`config.mk`:
```
export PLATFORM = sky130hd
export DESIGN_NAME = pc_unit
export DESIGN_NICKNAME = d
export VERILOG_FILES = /design/src/rtl/pc_unit.sv
export SDC_FILE = /design/constraint.sdc
export NUM_CORES = 1
export LEC_CHECK = 0
export BUFFER_PORTS_ARGS = -buffer_cell sky130_fd_sc_hd__buf_2
export CORE_MARGIN = 3
export CORE_UTILIZATION = 38
export CTS_CLUSTER_SIZE = 30
export DETAILED_ROUTE_END_ITERATION = 8
export PLACE_DENSITY = 0.61
export SLEW_MARGIN = 20
export SYNTH_ARGS = -nofsm -noshare
export SYNTH_HDL_FRONTEND = slang
export SYNTH_SLANG_ARGS = --single-unit
```
`constraint.sdc`:
```
create_clock -name clk -period 4.55 [get_ports clk]
set_input_delay 0.455 -clock clk [delete_from_list [all_inputs] [get_ports clk]]
set_output_delay 0.455 -clock clk [all_outputs]
set_load 0.005 [all_outputs]
```
`src/rtl/pc_unit.sv`:
```
// ============================================================================
// Module      : pc_unit
// Description : Program-counter stage of a single-cycle MIPS datapath.
//               Computes the next fetch address, tracks RUN/HALT/FAULT state
//               and counts retired instructions.
// Revision    : 1.0 - initial release
// ============================================================================
`default_nettype none

module pc_unit #(
    parameter logic [31:0] RESET_PC = 32'h0000_0000,
    parameter int          IM_WORDS = 1024
) (
    input  logic        clk,
    input  logic        rst,
    input  logic        en,
    input  logic [31:0] instr,
    input  logic [2:0]  npc_op,
    input  logic        zero,
    input  logic [31:0] rs_val,
    input  logic        halt,
    output logic [31:0] pc,
    output logic [31:0] pc_plus4,
    output logic        running,
    output logic        fault,
    output logic [31:0] retired
);

    localparam logic [1:0] c_ST_RUN   = 2'd0;
    localparam logic [1:0] c_ST_HALT  = 2'd1;
    localparam logic [1:0] c_ST_FAULT = 2'd2;

    localparam logic [2:0] c_OP_BEQ = 3'd1;
    localparam logic [2:0] c_OP_BNE = 3'd2;
    localparam logic [2:0] c_OP_J   = 3'd3;
    localparam logic [2:0] c_OP_JR  = 3'd4;

    localparam logic [31:0] c_IM_BYTES = 32'(IM_WORDS * 4);

    logic [1:0]  r_state;
    logic [31:0] r_pc;
    logic [31:0] r_retired;

    logic [31:0] w_pc_plus4;
    logic [31:0] w_br_target;
    logic [31:0] w_target;
    logic        w_illegal;
    logic        w_unused;

    // Opcode field is decoded upstream into npc_op.
    assign w_unused = &{1'b0, instr[31:26]};

    assign w_pc_plus4  = r_pc + 32'd4;
    assign w_br_target = w_pc_plus4 + {{14{instr[15]}}, instr[15:0], 2'b00};

    always_comb begin
        w_target = w_pc_plus4;
        case (npc_op)
            c_OP_BEQ: if (zero)  w_target = w_br_target;
            c_OP_BNE: if (!zero) w_target = w_br_target;
            c_OP_J:   w_target = {w_pc_plus4[31:28], instr[25:0], 2'b00};
            c_OP_JR:  w_target = rs_val;
            default:  w_target = w_pc_plus4;
        endcase
    end

    // The upper bound check also catches pc+4 running off the end of memory.
    assign w_illegal = (w_target[1:0] != 2'b00) || (w_target >= c_IM_BYTES);

    always_ff @(posedge clk or posedge rst) begin
        if (rst) begin
            r_state   <= c_ST_RUN;
            r_pc      <= RESET_PC;
            r_retired <= 32'd0;
        end else if (en && (r_state == c_ST_RUN)) begin
            if (halt) begin
                r_state   <= c_ST_HALT;
                r_retired <= r_retired + 32'd1;
            end else if (w_illegal) begin
                r_state   <= c_ST_FAULT;
            end else begin
                r_pc      <= w_target;
                r_retired <= r_retired + 32'd1;
            end
        end
    end

    assign pc       = r_pc;
    assign pc_plus4 = w_pc_plus4;
    assign running  = (r_state == c_ST_RUN);
    assign fault    = (r_state == c_ST_FAULT);
    assign retired  = r_retired;

endmodule

`default_nettype wire

```
; ---- After elaboration in Yosys (flattened, before gate mapping)
; Cells that the tools add are included.
[word_totals]
ff_bits = 66
inputBits = 72
output_inout_bits = 98
word_cells = 30
[op_classes]
add_sub_neg = 3
magnitude_cmp = 1
n_eq_ne = 6
n_mux = 7
bitwise_logic = 2
n_reduce_logical = 8
[op_table]
columns = cell, n
row1 = $mux 32, 4
row2 = $pmux 32 s4, 1
row3 = $add 32x1->32 const B, 1
row4 = $add 32x3->32 const B, 1
row5 = $add 32x32->32, 1
row6 = $ge 32x13->1 const B, 1
row7 = $eq 3x2->1 const B, 2
row8 = $mux 2, 2
row9 = $reduce_and 2->1, 2
row10 = $reduce_bool 2->1, 2
row11 = $eq 3x1->1 const B, 1
row12 = $eq 3x3->1 const B, 1
row13 = $reduce_and 3->1, 1
row14 = $eq 2x2->1 const B, 1
row15 = $logic_not 2->1, 1
row16 = $ne 2x2->1 const B, 1
row17 = $not 1->1, 2
row18 = $logic_and 1x1->1, 1
row19 = $logic_or 1x1->1, 1

; ---- Logic depth before layout (Yosys ltp)
[logic_depth]
depth_word = 8
mapped_depth = 21
mapped_depth_nobuf = 18

; ---- Least setup slack after synthesis
; No wires, ideal clock.
[synth_path]
kind = register to register
startpoint = register r_pc[2], in the netlist pc[2]
endpoint = register r_retired[14], in the netlist retired[14]
setup_time_ns = 0.079
arrival_ns = 4.423
t_required_ns = 4.471
setup_slack_ns = 0.048
path_stages_with_launch = 21
path_buffers = 3
period_less_slack_ns = 4.502
cell_sequence = dfrtp_1 ha_1 and4_1 buf_4 nand3_4 nor2_1 xor2_1 ha_1 buf_2 a21o_1 a31oi_1 a2bb2oi_1 a211oi_1 a211o_1 a2111oi_4 nand4b_2 o41ai_2 a21oi_2 buf_6 nor4_1 xor2_1
[synth_via]
elab_chain_len = 8
word_cells_on_any_way = 9
classes_between = add/sub (2) / order compare (1) / eq/ne (1) / mux (3) / reduce/logical (2)
[synth_lines]
columns = item, line_no
row1 = from (decl), 41  ; logic [31:0] r_pc;
row2 = from (signal assigned), 82  ; r_pc <= w_target;
row3 = $add 32x3->32 (*), 53  ; assign w_pc_plus4 = r_pc + 32'd4;
row4 = via pc_plus4[14], 23  ; output logic [31:0] pc_plus4,
row5 = $add 32x32->32, 54  ; assign w_br_target = w_pc_plus4 + {{14{instr[15]}}, instr[15:0], 2'b00};
row6 = "$mux 32, on equally long branches", "60, 59"
row7 = $pmux 32 s4 (*), 58  ; case (npc_op)
row8 = $ge 32x13->1 (*), 68  ; assign w_illegal = (w_target[1:0] != 2'b00) || (w_target >= c_IM_BYTES);
row9 = $logic_or 1x1->1 (*), 68
row10 = $ne 2x2->1 (no line) (*), n/a
row11 = $reduce_and 2->1 (no line) (*), n/a
row12 = to (signal assigned), 78  ; r_retired <= r_retired + 32'd1;
row13 = to (signal assigned), 83  ; r_retired <= r_retired + 32'd1;
row14 = to (decl), 42  ; logic [31:0] r_retired;
; Mark *: on every way through the listed nets, which the timed path passes. The rest lies on a longest branch.
; A chain may end at the register's enable or synchronous reset.

; ---- Final worst setup path
[layout_path]
startpoint = register r_pc[10], in the netlist pc[10]
endpoint = register r_pc[7], in the netlist pc[7]
[layout_via]
elab_chain_len = 8
word_cells_on_any_way = 9
classes_between = add/sub (2) / order compare (1) / mux (3) / bitwise (1) / reduce/logical (2)
[layout_lines]
columns = item, line_no
row1 = $add 32x3->32 (*), 53
row2 = $add 32x32->32, 54
row3 = "$mux 32, on equally long branches", "60, 59"
row4 = $pmux 32 s4 (*), 58
row5 = $ge 32x13->1 (*), 68
row6 = $logic_or 1x1->1 (*), 68
row7 = $not 1->1 (no line) (*), n/a
row8 = $reduce_and 3->1 (no line) (*), n/a
; Every way passes the cells marked *; elsewhere a longest branch is shown, timed or not.

==> impl_results.md <==
- Accumulated negative setup slack: -5.10 ns
- Slowest stage cell, crit path: or4_4
- Violated checks: negative setup slack
- Synth area leader: dfrtp_1
- Global-route wire length before repair: approximately 36,000 um
- Number of placed I/O pins: 170
- Slew @ Worst Pin: 0.797 ns
- DRC violations left: 0
- CP max stage delay: 0.54 ns
- Layout cells sized above 1: 0.452
- Overall global routing resource usage: 0.249
- Reg clk slew, reported paths: around 0.060 ns
- Critical Path RT: 4.76 ns
- Mean Syn Cell Area: 8.04 um^2
- Yosys warning total: 0
- Synthesized flop and latch total: 66
- Placed cell count: roughly 1,300
- Fin cells: 1,320
- Most frequent CP cell: buf_4
- Final Critical Period: 4.70 ns
- Fin crit share: 1.03
- Max FO, Critical Path: 6
- Outcome: finished with violations
- Synth top area cells: dfrtp_1, xor2_1, ha_1
- Synth Area in Compound Gates: 0.207
- GP Congestion: 0.932
- Post-synth top area share: 0.259
- CTS tree: built
- Starting density of the core: 0.395
- Mux cell area share after synthesis: 0.0251
- Fillers: 1,392
- Die area: 0.0184 mm^2
- CP startpoint kind: flip-flop
- Mapped Nets: around 900
- Met3 wire len: 1730 um
- Area growth, synth to finish: 55.1%
- Max clock buf depth: 2
- WL/cell: 18.1 um
- Final Skew: 0.00673 ns
- Setup violators final: 58
- Power Density: ~220 mW/mm^2
- Crit path DAT: 4.91 ns
- Setup WS post-layout: -0.146 ns
- Main combinational cell family by area after synthesis: simple AND/OR/NAND/NOR gates
- RSZ-0062 raised after global routing: yes
- Syn Inst Count: around 800
- Max-cap violations: 0
- Total length of routed wires: 23,900 um
- Clk root buf: clkbuf_16
- Commonest cells in the netlist: nand2_1, dfrtp_1, nor2_1
- Crit path cell chain: and4_4, buf_4, nand4_1, buf_4, nor3_2, xnor2_2, inv_1, ha_4, nand2_1, o21a_1, and3_1, a22o_1, a21oi_2, xor2_1, or4_4, nor4_4, buf_6, o2111ai_4, clkbuf_16, mux2_2
- Post-synth ARST share: 1.00
- Relative slew slack: 0.467
- Crit-path leading delay family: simple AND/OR/NAND/NOR gates
- Worst setup EP type: flip-flop
- Die Ht: approximately 140 um
- Die width: 136 um
- Final HPWL DP: 17,800 um
- Initial antenna violation count: 0
- Sequential element share of the synthesized area: 0.259
- Via count: 7,341
- Clk_lat worst skew: 0.33 ns
- Cell variety after synth: 77
- Max frequency: 0.213 GHz
- CTS Buf Count: 9
- DRT antenna net count: 0
- Buf/Inv on CP: 5
- Predominant post-synthesis flop cell: dfrtp_1
- Gr ovfl total: 0
- P_leak: 5.03 nW
- Layout Nets: 1,206
- Num rows: 46
- Vias in the first global route: 7,038
- Met2 wire length: 11,100 um
- Hold violation count in the final report: 0
- Worst vdd ir: 0.000244 V
- Pre-CTS setup slack: -0.314 ns
- EDFF count, synth: 0
- HP Class: in2async
- Max layer used: met4
- Setup CP Type: reg2reg
- Via density: 5.56
- Synth Area in Adders: 0.0697
- Largest net degree at the start of global routing: 45
- Clock sinks: 66
- CTS H-tree depth: 3
- Cell area after synthesis: 0.00639 mm^2
- Core Area: 0.0162 mm^2
- Max-slew violation count: 0
- Starting DRT DRC Count: 438
- XOR/XNOR share of the synthesized area: 0.112
- First-pass DRT Iterations: 5
- Port-buffer cells: roughly 160
- Simple-gate share of the synthesized area: 0.278
- Metal-1 WL: ~10,000 um
- Antenna Cells: 0
- Count leader, synth: nand2_1
==> sequential cells by signal, indices dropped and copies added (netlist names) <==
register	count
r_state	2
pc	32
retired	32
==> layout make-up <==
| type | instances | area (um^2) | area share |
|---|---|---|---|
| Timing Repair Buffer | 340 | 2320 | 0.234 |
| Tap cell | 216 | 270 | 0.0273 |
| Clock inverter | 7 | 93.8 | 0.00947 |
| Sequential cell | 66 | 1660 | 0.167 |
| Inverter | 25 | 93.8 | 0.00947 |
| Multi-Input combinational cell | 657 | 5250 | 0.530 |
| Clock buffer | 9 | 225 | 0.0227 |
==> metal layers <==
metal  vias to the layer above  global-route usage
met4                         0              0.0873
met2                       252               0.397
met1                      3509               0.333
li1                       3538                   -
met3                        42              0.0542
met5                         -                   0
==> cell families after synthesis <==
group / after synthesis
AO/OA/AOI/OAI: 196
XOR/XNOR: 82
adder cells (fa/ha/maj): 35
buffers and inverters: 72
flip-flops: 66
multiplexers: 15
AND/OR/NAND/NOR: 328
==> stage by stage <==
stage	cell area, um^2	power, W	utilization	hold slack, ns
after floorplan	6390	0.00108	-	0.465
after global routing	9900	0.00235	0.612	0.192
after CTS	9400	0.00218	0.581	0.170
after global placement	8430	0.00140	0.521	0.457
final	9900	0.00222	0.612	0.159
after detailed placement	8430	0.00141	0.521	0.453
==> path summary, 6_finish.rpt <==
| check | cells past startpoint | slack [ns] | startpoint | end |
|---|---|---|---|---|
| hold / removal | 2 | 0.16 | rst | retired[1] |
| max in group asynchronous | 3 | 3.43 | rst | pc[11] |
| hold reg to reg | 1 | 0.47 | retired[31] | retired[31] |
| setup / recovery | 20 | -0.15 | pc[10] | pc[7] |
| setup reg to reg | 20 | -0.15 | pc[10] | pc[7] |
| min in group clk | 2 | 0.39 | halt | r_state[0] |
==> power breakdown <==
part,internal (W),total [W],leakage (nW),switching (W)
logic,0.000386,0.000825,3.99,0.000439
clock network,0.000478,0.000737,0.151,0.000259
registers,0.000621,0.000657,0.880,0.0000357
total,0.00148,0.00222,5.03,0.000734
==> cell usage in the layout (no fill, tap or decap), drive strengths merged, types with 6 or more instances in the layout <==
master	n
mux2i	7
and2	27
a21o	8
nand4	28
buf	336
nand2	73
xor2	49
dfrtp	66
xnor2	33
a211oi	9
o21a	6
a21oi	54
nor3	31
and4	9
nor2	57
o21ai	49
o211ai	7
nor4	25
and3	16
clkbuf	13
nor2b	14
nand3	20
mux2	8
ha	34
a22o	12
inv	25
==> repair_timing <==
action	CTS	global route
gates resized for setup	90	87
buffers inserted	9	13
endpoints found under the setup margin	64	65
gates cloned	3	3
hold buffers	0	0
pin swaps	28	57
Note: power is estimated with default switching activity, not from simulation.
